===== config.mk =====
export PLATFORM = sky130hd
export DESIGN_NAME = pcint3_ctrl
export DESIGN_NICKNAME = d
export VERILOG_FILES = /design/src/rtl/pcint3_ctrl.sv
export SDC_FILE = /design/constraint.sdc
export NUM_CORES = 1
export LEC_CHECK = 0
export ABC_AREA = 1
export CAP_MARGIN = 20
export CORE_MARGIN = 3
export CORE_UTILIZATION = 43
export CTS_BUF_LIST = sky130_fd_sc_hd__clkbuf_8
export CTS_CLUSTER_SIZE = 14
export DETAILED_ROUTE_END_ITERATION = 12
export PLACE_DENSITY = 0.8
export SLEW_MARGIN = 30
export SYNTH_ARGS = -nofsm -noshare
export SYNTH_HDL_FRONTEND = slang
export SYNTH_SLANG_ARGS = --single-unit
export TNS_END_PERCENT = 10

===== constraint.sdc =====
create_clock -name cp2 -period 1.4 [get_ports cp2]
set_clock_uncertainty 0.15 [all_clocks]
set_input_delay 0.28 -clock cp2 [delete_from_list [all_inputs] [get_ports cp2]]
set_output_delay 0.28 -clock cp2 [all_outputs]
set_load 0.01 [all_outputs]

===== src/rtl/pcint3_ctrl.sv =====
// -----------------------------------------------------------------------------
// pcint3_ctrl
//   Pin-change interrupt controller for the 4-pin Port E group (PCINT[27:24]).
//   Owns PCMSK3, PCICR.PCIE3 and PCIFR.PCIF3 on the IO bus. It synchronises and
//   edge-detects pinE_i, then raises and clears the PCINT3 request.
//
//   Build option:
//     PCINT_GLITCH_FILTER_EN - when defined, adds a third synchroniser stage.
//       A pin counts as changed only after it has been stable for two samples.
//       Pulses shorter than two cycles are then ignored, and latency grows by
//       one cycle.
//
// Ports
//   cp2       in   1  system clock, rising edge
//   ireset    in   1  asynchronous reset, active-high
//   IO_Addr   in   6  IO address
//   iore      in   1  IO read strobe
//   iowe      in   1  IO write strobe
//   dbus_in   in   8  IO write data
//   dbus_out  out  8  IO read data (8'h00 when out_en=0)
//   out_en    out  1  iore & address hit on PCMSK3/PCICR/PCIFR
//   pinE_i    in   4  raw Port E pin levels (asynchronous)
//   PCINT     out  4  PCMSK3[3:0], to Port E (digital-input-enable override)
//   PCIE3     out  1  PCICR bit3, to Port E
//   irq       out  1  PCIF3 & PCIE3
//   irq_ack   in   1  one-cycle pulse when the vector is taken
// -----------------------------------------------------------------------------
module pcint3_ctrl #(
    parameter logic [5:0] PCMSK_Address = 6'h2B,
    parameter logic [5:0] PCICR_Address = 6'h28,
    parameter logic [5:0] PCIFR_Address = 6'h1B
) (
    input  logic       cp2,
    input  logic       ireset,
    input  logic [5:0] IO_Addr,
    input  logic       iore,
    input  logic       iowe,
    input  logic [7:0] dbus_in,
    output logic [7:0] dbus_out,
    output logic       out_en,
    input  logic [3:0] pinE_i,
    output logic [3:0] PCINT,
    output logic       PCIE3,
    output logic       irq,
    input  logic       irq_ack
);

`ifdef PCINT_GLITCH_FILTER_EN
    localparam logic [1:0] SETTLE_INIT = 2'd3;
`else
    localparam logic [1:0] SETTLE_INIT = 2'd2;
`endif

    logic [3:0] pcmsk_q;
    logic       pcie3_q;
    logic       pcif3_q;
    logic [3:0] s1_q, s2_q, prev_q;
    logic [1:0] settle_q;
    logic [3:0] changed, prev_d, chg;
    logic       sel_pcmsk, sel_pcicr, sel_pcifr;
    logic [7:0] rd_data;
    logic       unused_bits;

    // Only bit 3 and the low nibble of the write bus carry register data.
    assign unused_bits = ^dbus_in[7:4];

    assign sel_pcmsk = (IO_Addr == PCMSK_Address);
    assign sel_pcicr = (IO_Addr == PCICR_Address);
    assign sel_pcifr = (IO_Addr == PCIFR_Address);

    // ------------------------------------------------------------------ sync
    // prev tracks every pin regardless of mask. Unmasking a pin that already
    // sits at a new level therefore never looks like a change.
`ifdef PCINT_GLITCH_FILTER_EN
    logic [3:0] s3_q;
    logic [3:0] stable;

    always_ff @(posedge cp2 or posedge ireset) begin
        if (ireset) s3_q <= '0;
        else        s3_q <= s2_q;
    end

    // A pin is accepted only when two consecutive samples agree. prev follows
    // only accepted levels, so a one-cycle glitch never reaches prev.
    always_comb begin
        stable  = ~(s2_q ^ s3_q);
        changed = stable & (s3_q ^ prev_q);
        prev_d  = (stable & s3_q) | (~stable & prev_q);
    end
`else
    always_comb begin
        changed = s2_q ^ prev_q;
        prev_d  = s2_q;
    end
`endif

    // Edge detection stays blind until the synchroniser has filled after reset.
    assign chg = changed & pcmsk_q & {4{settle_q == 2'd0}};

    // NOTE: every clocked block uses non-blocking assignments. All flops then
    // sample pre-edge values, which is what lets s1 -> s2 -> prev act as a shift.
    always_ff @(posedge cp2 or posedge ireset) begin
        if (ireset) begin
            s1_q     <= '0;
            s2_q     <= '0;
            prev_q   <= '0;
            settle_q <= SETTLE_INIT;
        end else begin
            s1_q   <= pinE_i;
            s2_q   <= s1_q;
            prev_q <= prev_d;
            if (settle_q != 2'd0)
                settle_q <= settle_q - 2'd1;
        end
    end

    // ------------------------------------------------------------- registers
    always_ff @(posedge cp2 or posedge ireset) begin
        if (ireset) begin
            pcmsk_q <= '0;
            pcie3_q <= 1'b0;
            pcif3_q <= 1'b0;
        end else begin
            // chg above still sees the old mask during the cycle of a write.
            if (iowe && sel_pcmsk)
                pcmsk_q <= dbus_in[3:0];
            if (iowe && sel_pcicr)
                pcie3_q <= dbus_in[3];
            // A new change outranks any clear in the same cycle, so an event
            // arriving as the vector is taken is not lost.
            if (|chg)
                pcif3_q <= 1'b1;
            else if (irq_ack || (iowe && sel_pcifr && dbus_in[3]))
                pcif3_q <= 1'b0;
        end
    end

    // ------------------------------------------------------------------ read
    // NOTE: rd_data gets a default before any branch. Otherwise an
    // unaddressed read would hold its value and infer a latch.
    always_comb begin
        rd_data = 8'h00;
        if (sel_pcmsk)
            rd_data = {4'h0, pcmsk_q};
        else if (sel_pcicr)
            rd_data = {4'h0, pcie3_q, 3'b000};
        else if (sel_pcifr)
            rd_data = {4'h0, pcif3_q, 3'b000};
    end

    assign out_en   = iore && (sel_pcmsk || sel_pcicr || sel_pcifr);
    assign dbus_out = out_en ? rd_data : 8'h00;

    assign PCINT = pcmsk_q;
    assign PCIE3 = pcie3_q;
    assign irq   = pcif3_q & pcie3_q;

endmodule

==> flow_summary.toml, run 1 <==
[detailed_routing]
wl_met3_um = 108
drt-vias-per-instance = 4.737
first_iter_violations = 20
routed_wl_um = 2508
drt-met1-wl_um = 998
wl_met2_um = 1312
firstDrtPassIters = 4
post-route-drc-count = 0
ant_nets = 0
routedWlPerCell_um = 13.20
top_layer = "met4"
vias = 900

[grt]
grt_overflow = 0
grt_pass1_vias = 915
grt_pass1_wl_um = 3974
grt_max_degree = 21
antenna_found_initial = 0
gr-usage-all-layers = 0.1965

[die]
ios = 38
die_area_um2 = 2749
die_h_um = 52.44
rows = 16
core_um2 = 2002
die_width_um = 52.44
floorplan.initialDensity = 0.4631

[job]
max-cap-violations = 0

[logic_synthesis]
synth_top_area_share = 0.5128
ys_top_cells_by_area = "dfrtp_1, inv_1, nand2_1"
synthCells = 109
ys_seq_area_frac = 0.5412
syn_area_um2 = 927.1
synth_seq_cells = 20
syn_avg_cell_area_um2 = 8.506
yosys_warnings = 0
yosysTopAreaCell = "dfrtp_1"
synth.distinct_cells = 18

[clock_network]
cts_tree = "built"
postCtsHoldBufs = 0
cts-root-buf = "clkbuf_8"
clock_sinks = 20
cts_buffers = 3
htreeDepth = 1
path_clk_slew_ns = 0.07
clock_latency_ns = 0.26
clockBufferDepth = 2

[power]
ir_drop_v = 0.0006233
p_leak_nw = 0.8056
p_int_mw = 0.9862
combPwrFrac = 0.239
p_total_mw = 1.358
seqPwrFrac = 0.480
pwr-share-clk = 0.281
p_per_area_nw_per_um2 = 928.5
sw_frac_of_total = 0.2738
netSwitchingPower_mw = 0.3718

[timing]
setup_ws_ns = -0.1642
period_minus_slack_ns = 1.564
finalHoldViolCount = 0
finalMaxSlewViolations = 0
finalSetupViolations = 6
rsz0062_at_grt = "yes"
post-route-period-util = 1.117
fmaxAchievable_ghz = 0.6393

[critical_path]
worst_setup_path_end_kind = "output pin"
reg2reg_from = "settle_q[1]"
r2r_cells = 4
cp-start-kind = "input port"
cp_max_fo = 3
cp.required_ns = 0.97
worstSetupPathType = "in2out"
r2r-end = "pcif3_q"
cp.arrival_ns = 1.13
crit_start = "IO_Addr[1]"
crit_end = "dbus_out[3]"
ff2ff_setup_slack_ns = 0.19

[place]
place_inst = 177
port_buffers = 29
dpl-instance-area_um2 = 1343
post-place-ws_ns = -0.9708
gp_congestion = 0.7767
hpwl_um = 1657

[final_layout]
stdcell_area_um2 = 1463
drive_above_1_share = 0.3926
layout_commonest_cell = "inv_1"
fin_util = 0.7306
final_net_count = 188
fin_cells = 190
area_growth_syn_to_layout_pct = 57.76
n_fill_cell = 149
diodes = 0
layout_common_cells = "inv_1, nand2_1, dfrtp_1, buf_4, buf_2"

[hold_path]
min_path_type = "in2async"

[run_status]
violations = "setup timing"
outcome = "finished with violations"
-- state kept, by name (all words and copies together) (netlist names) --
name / count
prev_q: 4
settle_q: 2
s1_q: 4
PCINT: 4
prev_d: 4
pcif3_q: 1
PCIE3: 1
-- repair_timing --
action                     CTS  global route
setup endpoints to repair   16             6
resized for setup           91             7
setup buffers                5             4
hold endpoints to repair     0             0
pin swaps                    9             6
-- worst min path at each step --
| stage | to | slack (ns) | cells after the start | start |
|---|---|---|---|---|
| after floorplan | PCIE3 | 0.09 | 1 | ireset |
| after global placement | prev_d[0] | 0.18 | 0 | s1_q[0] |
| after detailed placement | prev_d[0] | 0.19 | 0 | s1_q[0] |
| after CTS | s1_q[0] | 0.21 | 3 | ireset |
| after global routing | prev_d[1] | 0.21 | 0 | s1_q[1] |
| final | s1_q[0] | 0.20 | 3 | ireset |
-- per-layer routing --
metal / global-route usage / vias up
met2: 0.3533 / 27
met5: 0 / -
met3: 0.04274 / 9
met1: 0.2210 / 441
li1: - / 423
met4: 0.08085 / 0
-- power groups by stage --
| stage | clock (mW) | sequential (mW) | combinational, mW |
|---|---|---|---|
| global placement | 0 | 0.656 | 0.315 |
| global route | 0.407 | 0.657 | 0.355 |
| detailed placement | 0 | 0.661 | 0.321 |
| finish | 0.382 | 0.652 | 0.324 |
| CTS | 0.384 | 0.651 | 0.311 |
| floorplan | 0 | 0.673 | 0.0990 |
-- cells by family (layout without fill, tap and decap cells) --
logic type | Yosys count | in the layout | synth area share
compound gates | 7 | 7 | 0.03778
other cells | 1 | 4 | 0.004045
fa+ha+maj | 1 | 1 | 0.01349
buf+inv | 30 | 81 | 0.1376
xor+xnor | 1 | 1 | 0.009448
flops | 20 | 20 | 0.5412
simple gates | 49 | 49 | 0.2564
-- metrics by stage --
| stage | TNS [ns] | hold slack (ns) |
|---|---|---|
| 3_5_place_dp | -6.900 | 0.1895 |
| 3_3_place_gp | -6.226 | 0.1834 |
| 6_report | -0.6192 | 0.1953 |
| 4_1_cts | -0.4192 | 0.2058 |
| 2_1_floorplan | 0 | 0.09309 |
| 5_1_grt | -0.9243 | 0.2063 |
-- Yosys cell counts, drive strengths merged --
| library cell | n |
|---|---|
| dfrtp | 19 |
| nand3 | 9 |
| inv | 26 |
| nand4 | 2 |
| nor2 | 10 |
| buf | 4 |
| conb | 1 |
| xnor2 | 1 |
| o21ai | 7 |
| nand2 | 25 |
| ha | 1 |
| dfstp | 1 |
| nor3 | 3 |
-- cell type report --
| cell class | count | area, µm² | share of cell area |
|---|---|---|---|
| Clock inverter | 1 | 3.754 | 0.002566 |
| Multi-Input combinational cell | 62 | 376.6 | 0.2575 |
| Timing Repair Buffer | 51 | 405.4 | 0.2772 |
| Clock buffer | 3 | 41.29 | 0.02823 |
| Tap cell | 27 | 33.78 | 0.02310 |
| Sequential cell | 20 | 501.7 | 0.3430 |
| Inverter | 26 | 100.1 | 0.06843 |
-- critical path: stages --
cell and delay, ns:
buf_2 0.10, nand2_2 0.07, nor2_4 0.17, buf_6 0.12
nand3_2 0.06, nand2_1 0.08, nor2_1 0.04, nor2_1 0.07
buf_2 0.13
Note: power is estimated with default switching activity, not from simulation.
==> run 2, diff against run 1 <==
- CORE_MARGIN: 3 -> 2
==> run 2 against run 1 <==
  * The flow still finishes with violations (setup timing)
  * Critical endpoint unchanged
  * Largest cell class unchanged
  * Sequential share of layout area rose by 0.97 points
  * Maximum frequency is 0.49% lower
  * Hold slack better by 0.011 ns
  * Final cell count is 3.7% lower
  * Largest power group unchanged
==> flow_summary.toml, run 2 (synthesis gave the netlist of run 1 again) <==
[run_status]
outcome = "finished with violations"
violations = "setup timing"

[clock_network]
clock_latency_ns = 0.26
path_clk_slew_ns = 0.07
cts_buffers = 3
clockBufferDepth = 2
cts_tree = "built"
cts-root-buf = "clkbuf_8"
postCtsHoldBufs = 0
htreeDepth = 1
clock_sinks = 20

[final_layout]
ff_latch_area_um2 = 501.7
multiInputGateArea_um2 = 374.1
n_fill_cell = 161
layout_common_cells = "inv_1, nand2_1, dfrtp_1"
layout_commonest_cell = "inv_1"
area_growth_syn_to_layout_pct = 53.44
diodes = 0
stdcell_area_um2 = 1423
drive_above_1_share = 0.3526
final_net_count = 181

[timing]
post-route-period-util = 1.123
finalSetupViolations = 6
holdWs_ns = 0.2065
finalMaxSlewViolations = 0
finalHoldViolCount = 0
period_minus_slack_ns = 1.572
setup_ws_ns = -0.1719
rsz0062_at_grt = "yes"
fin_setup_tns_ns = -0.5155
fmaxAchievable_ghz = 0.6362

[critical_path]
reg2reg_from = "settle_q[1]"
r2r_cells = 3
crit_buf_inv = 4
cp_top_family = "simple AND/OR/NAND/NOR gates"
cpPeakStageDelay_ns = 0.13
crit_slowest_cell = "buf_2"
cp_max_fo = 2
crit_path_cell_trace = "buf_6 > buf_6 > inv_1 > nand2_1 > nor2_2 > nand3_1 > nand2_2 > nor2_2 > nor2_1 > buf_2"
cp.arrival_ns = 1.14
worst_setup_path_end_kind = "output pin"
cp-start-kind = "input port"
worstSetupPathType = "in2out"
r2r-end = "settle_q[1]"
ff2ff_setup_slack_ns = 0.20
cp.required_ns = 0.97

[detailed_routing]
firstDrtPassIters = 4
first_iter_violations = 10
routed_wl_um = 2282
ant_nets = 0
routedWlPerCell_um = 12.47
vias = 872
post-route-drc-count = 0
drt-vias-per-instance = 4.765

[power]
p_leak_nw = 0.7739
p_per_area_nw_per_um2 = 979.0
seqPwrFrac = 0.466
ir_drop_v = 0.0009670
pwr-share-clk = 0.310
netSwitchingPower_mw = 0.3584
p_int_mw = 1.034
sw_frac_of_total = 0.2573
combPwrFrac = 0.224

[die]
floorplan.initialDensity = 0.4631
rows = 16
die_area_um2 = 2544
die_width_um = 50.44
core_um2 = 2002
ios = 38
die_h_um = 50.44

[grt]
gr-usage-all-layers = 0.1982
grt_overflow = 0
antenna_found_initial = 0
grt_pass1_vias = 865
grt_pass1_wl_um = 3746
grt_max_degree = 21

[place]
gp_congestion = 0.7190
hpwl_um = 1591
port_buffers = 29
dpl-instance-area_um2 = 1335

[hold_path]
hp-start = "s1_q[1]"
holdPathStages = 0
holdPathEnd = "prev_d[1]"
min_path_type = "reg2reg"

[job]
max-cap-violations = 0
==> run 2: cell count changes in the layout (fill, tap and decap cells not counted), moves of 2 or more <==
cell / change
buf_4: -5
inv_2: -2
buf_2: -2
nand3_2: -2
==> run 2: per-layer routing <==
layer	part of all wire	global-route usage
met5	0	0
met4	0.013	0.04505
met3	0.054	0.05952
met2	0.56	0.3684
met1	0.37	0.2201
==> run 2: worst max-delay path by stage <==
| stage | startpoint | to | cells past startpoint |
|---|---|---|---|
| 2_1_floorplan | IO_Addr[2] | dbus_out[3] | 7 |
| 3_3_place_gp | IO_Addr[5] | dbus_out[3] | 8 |
| 3_5_place_dp | IO_Addr[5] | dbus_out[3] | 8 |
| 4_1_cts | IO_Addr[2] | dbus_out[3] | 10 |
| 5_1_grt | IO_Addr[1] | dbus_out[3] | 10 |
| 6_report | IO_Addr[1] | dbus_out[3] | 10 |
==> run 2: through the flow <==
stage          worst slack [ns]  total power, mW    util  cells
6_report                -0.1719            1.393  0.7106    183
5_1_grt                 -0.2452            1.466  0.7106    183
4_1_cts                 -0.1724            1.390  0.6963    183
3_5_place_dp             -1.021           0.9791  0.6669    176
3_3_place_gp            -0.9522           0.9709  0.6669    176
2_1_floorplan           0.03704           0.7724       -    112
==> run 2: power groups by stage <==
stage | clock network, mW | registers [mW] | logic (mW)
floorplan | 0 | 0.673 | 0.0990
global placement | 0 | 0.656 | 0.315
detailed placement | 0 | 0.658 | 0.321
CTS | 0.438 | 0.648 | 0.304
global route | 0.467 | 0.654 | 0.344
finish | 0.432 | 0.649 | 0.312
==> run 2: cell type report <==
type / count / share of cell area
Sequential cell: 20 / 0.3527
Multi-Input combinational cell: 62 / 0.2630
Timing Repair Buffer: 44 / 0.2515
Inverter: 26 / 0.07036
Clock buffer: 4 / 0.03870
Tap cell: 27 / 0.02375
==> run 2: what timing repair did <==
item,CTS,global route
endpoints found under the setup margin,15,6
setup buffers,3,0
pin swaps,12,6
gates resized for setup,87,8
==> run 3, diff against run 2 <==
- CTS_CLUSTER_SIZE: 14 -> not set
- GPL_TIMING_DRIVEN: not set -> 0
==> run 3 against run 2 <==
  * The flow still finishes with violations (setup timing)
  * Hold slack lost 0.0059 ns
  * Wire length decreased by 6.9%
  * Die area did not move
  * Total power down 9.0%
  * Clock-buffer cell count shrank 1
  * Non-clock buffer count fell by 5
  * Critical path depth unchanged
  * Critical path type unchanged
  * Largest power group unchanged
==> flow_summary.toml, run 3 (synthesis gave the netlist of run 1 again) <==
[run_status]
outcome = "finished with violations"
violations = "setup timing"

[timing]
finalSetupViolations = 5
finalHoldViolCount = 0
max_slew_margin = 0.5078
finalMaxSlewViolations = 0
post-route-period-util = 1.128
holdWs_ns = 0.2006
setup_ws_ns = -0.1798
tightest_slew_ns = 0.7375
period_minus_slack_ns = 1.580
fmaxAchievable_ghz = 0.6330
rsz0062_at_grt = "yes"

[clock_network]
cts-root-buf = "clkbuf_8"
path_clk_slew_ns = 0.07
clock_latency_ns = 0.25
postCtsHoldBufs = 0
cts_tree = "built"
cts_buffers = 3
clock_sinks = 20
clockBufferDepth = 2
htreeDepth = 1

[place]
place_inst = 168
port_buffers = 29
post-place-ws_ns = -1.030
hpwl_um = 1434
gp_congestion = 0.7214

[detailed_routing]
routedWlPerCell_um = 11.93
routed_wl_um = 2124
vias = 821
drt-vias-per-instance = 4.612
ant_nets = 0
first_iter_violations = 13
firstDrtPassIters = 4
post-route-drc-count = 0

[die]
rows = 16
floorplan.initialDensity = 0.4631
die_h_um = 50.44
ios = 38
die_width_um = 50.44
core_um2 = 2002
die_area_um2 = 2544

[power]
seqPwrFrac = 0.520
pwr-share-clk = 0.287
ir_drop_v = 0.001066
p_per_area_nw_per_um2 = 936.1
netSwitchingPower_mw = 0.3258
sw_frac_of_total = 0.2571
combPwrFrac = 0.193
p_leak_nw = 0.7490
p_total_mw = 1.267
p_int_mw = 0.9415

[grt]
grt_overflow = 0
grt_pass1_wl_um = 3429
grt_pass1_vias = 809
antenna_found_initial = 0
gr-usage-all-layers = 0.1803
grt_max_degree = 21

[job]
max-cap-violations = 0

[final_layout]
area_growth_syn_to_layout_pct = 46.02
layout_commonest_cell = "inv_1"
diodes = 0
ff_latch_area_um2 = 501.7
multiInputGateArea_um2 = 344.1
layout_common_cells = "inv_1, nand2_1, dfrtp_1"
final_net_count = 176
drive_above_1_share = 0.2649
fin_cells = 178
fin_util = 0.6763
n_fill_cell = 155

[critical_path]
cp.arrival_ns = 1.15
cp-start-kind = "input port"
worst_setup_path_end_kind = "output pin"
worstSetupPathType = "in2out"
cp_max_fo = 3
cp.required_ns = 0.97

[hold_path]
min_path_type = "reg2reg"
## run 3: cell count changes in the layout (fill, tap and decap cells not counted)
cell	delta
buf_4	-5
buf_2	-4
clkdlybuf4s15_1	+4
nor2_1	+3
nor2_2	-2
nor3_1	+2
nor3_2	-2
buf_12	-1
clkbuf_8	-1
dlygate4sd2_1	+1
inv_2	+1
nand3_2	+1
nand3_4	-1
nor2_4	-1
## run 3: critical path: stages
cell	delay, ns
buf_8	0.10
inv_4	0.04
nand2_4	0.05
nor2_4	0.16
buf_6	0.13
nand3_2	0.05
nand2_1	0.07
nor2_1	0.04
nor2_1	0.08
buf_2	0.14
## run 3: path summary, 6_finish.rpt
path | from | to | slack (ns) | depth (start not counted)
min reg2reg | s1_q[3] | prev_d[3] | 0.20 | 0
min | s1_q[3] | prev_d[3] | 0.20 | 0
max | IO_Addr[2] | dbus_out[3] | -0.18 | 10
min in group asynchronous | ireset | prev_d[0] | 0.30 | 2
max reg2reg | settle_q[1] | pcif3_q | 0.19 | 4
max in group asynchronous | ireset | pcif3_q | 0.34 | 2
## run 3: final cells by class
type	count	share of cell area
Buffer	4	0.02218
Inverter	26	0.07394
Clock buffer	3	0.03050
Multi-Input combinational cell	62	0.2542
Timing Repair Buffer	35	0.2209
Sequential cell	20	0.3706
Tap cell	27	0.02495
Clock inverter	1	0.002773
## run 3: timing repair
action | 4_1_cts | 5_1_grt
setup buffers | 5 | 1
pin swaps | 7 | 6
resized for setup | 68 | 9
endpoints found under the setup margin | 14 | 8
## run 3: metrics by stage
| stage | area [µm²] | TNS (ns) |
|---|---|---|
| 2_1_floorplan | 938.4 | 0 |
| 3_3_place_gp | 1262 | -5.953 |
| 3_5_place_dp | 1262 | -6.199 |
| 4_1_cts | 1316 | -0.5579 |
| 5_1_grt | 1354 | -0.8222 |
| 6_report | 1354 | -0.4956 |
## run 3: layer usage
| metal | vias to the layer above | routed length, µm | track usage | share of wire |
|---|---|---|---|---|
| li1 | 407 | - | - | - |
| met1 | 382 | 923 | 0.2177 | 0.43 |
| met4 | 0 | 68 | 0.05856 | 0.032 |
| met3 | 8 | 86 | 0.04464 | 0.040 |
| met2 | 24 | 1045 | 0.3136 | 0.49 |
| met5 | - | 0 | 0 | 0 |
## run 3: power groups by stage
| stage | sequential (mW) | clock (mW) | combinational (mW) |
|---|---|---|---|
| floorplan | 0.673 | 0 | 0.0990 |
| global placement | 0.666 | 0 | 0.243 |
| detailed placement | 0.668 | 0 | 0.246 |
| CTS | 0.657 | 0.377 | 0.232 |
| global route | 0.664 | 0.405 | 0.271 |
| finish | 0.659 | 0.363 | 0.245 |
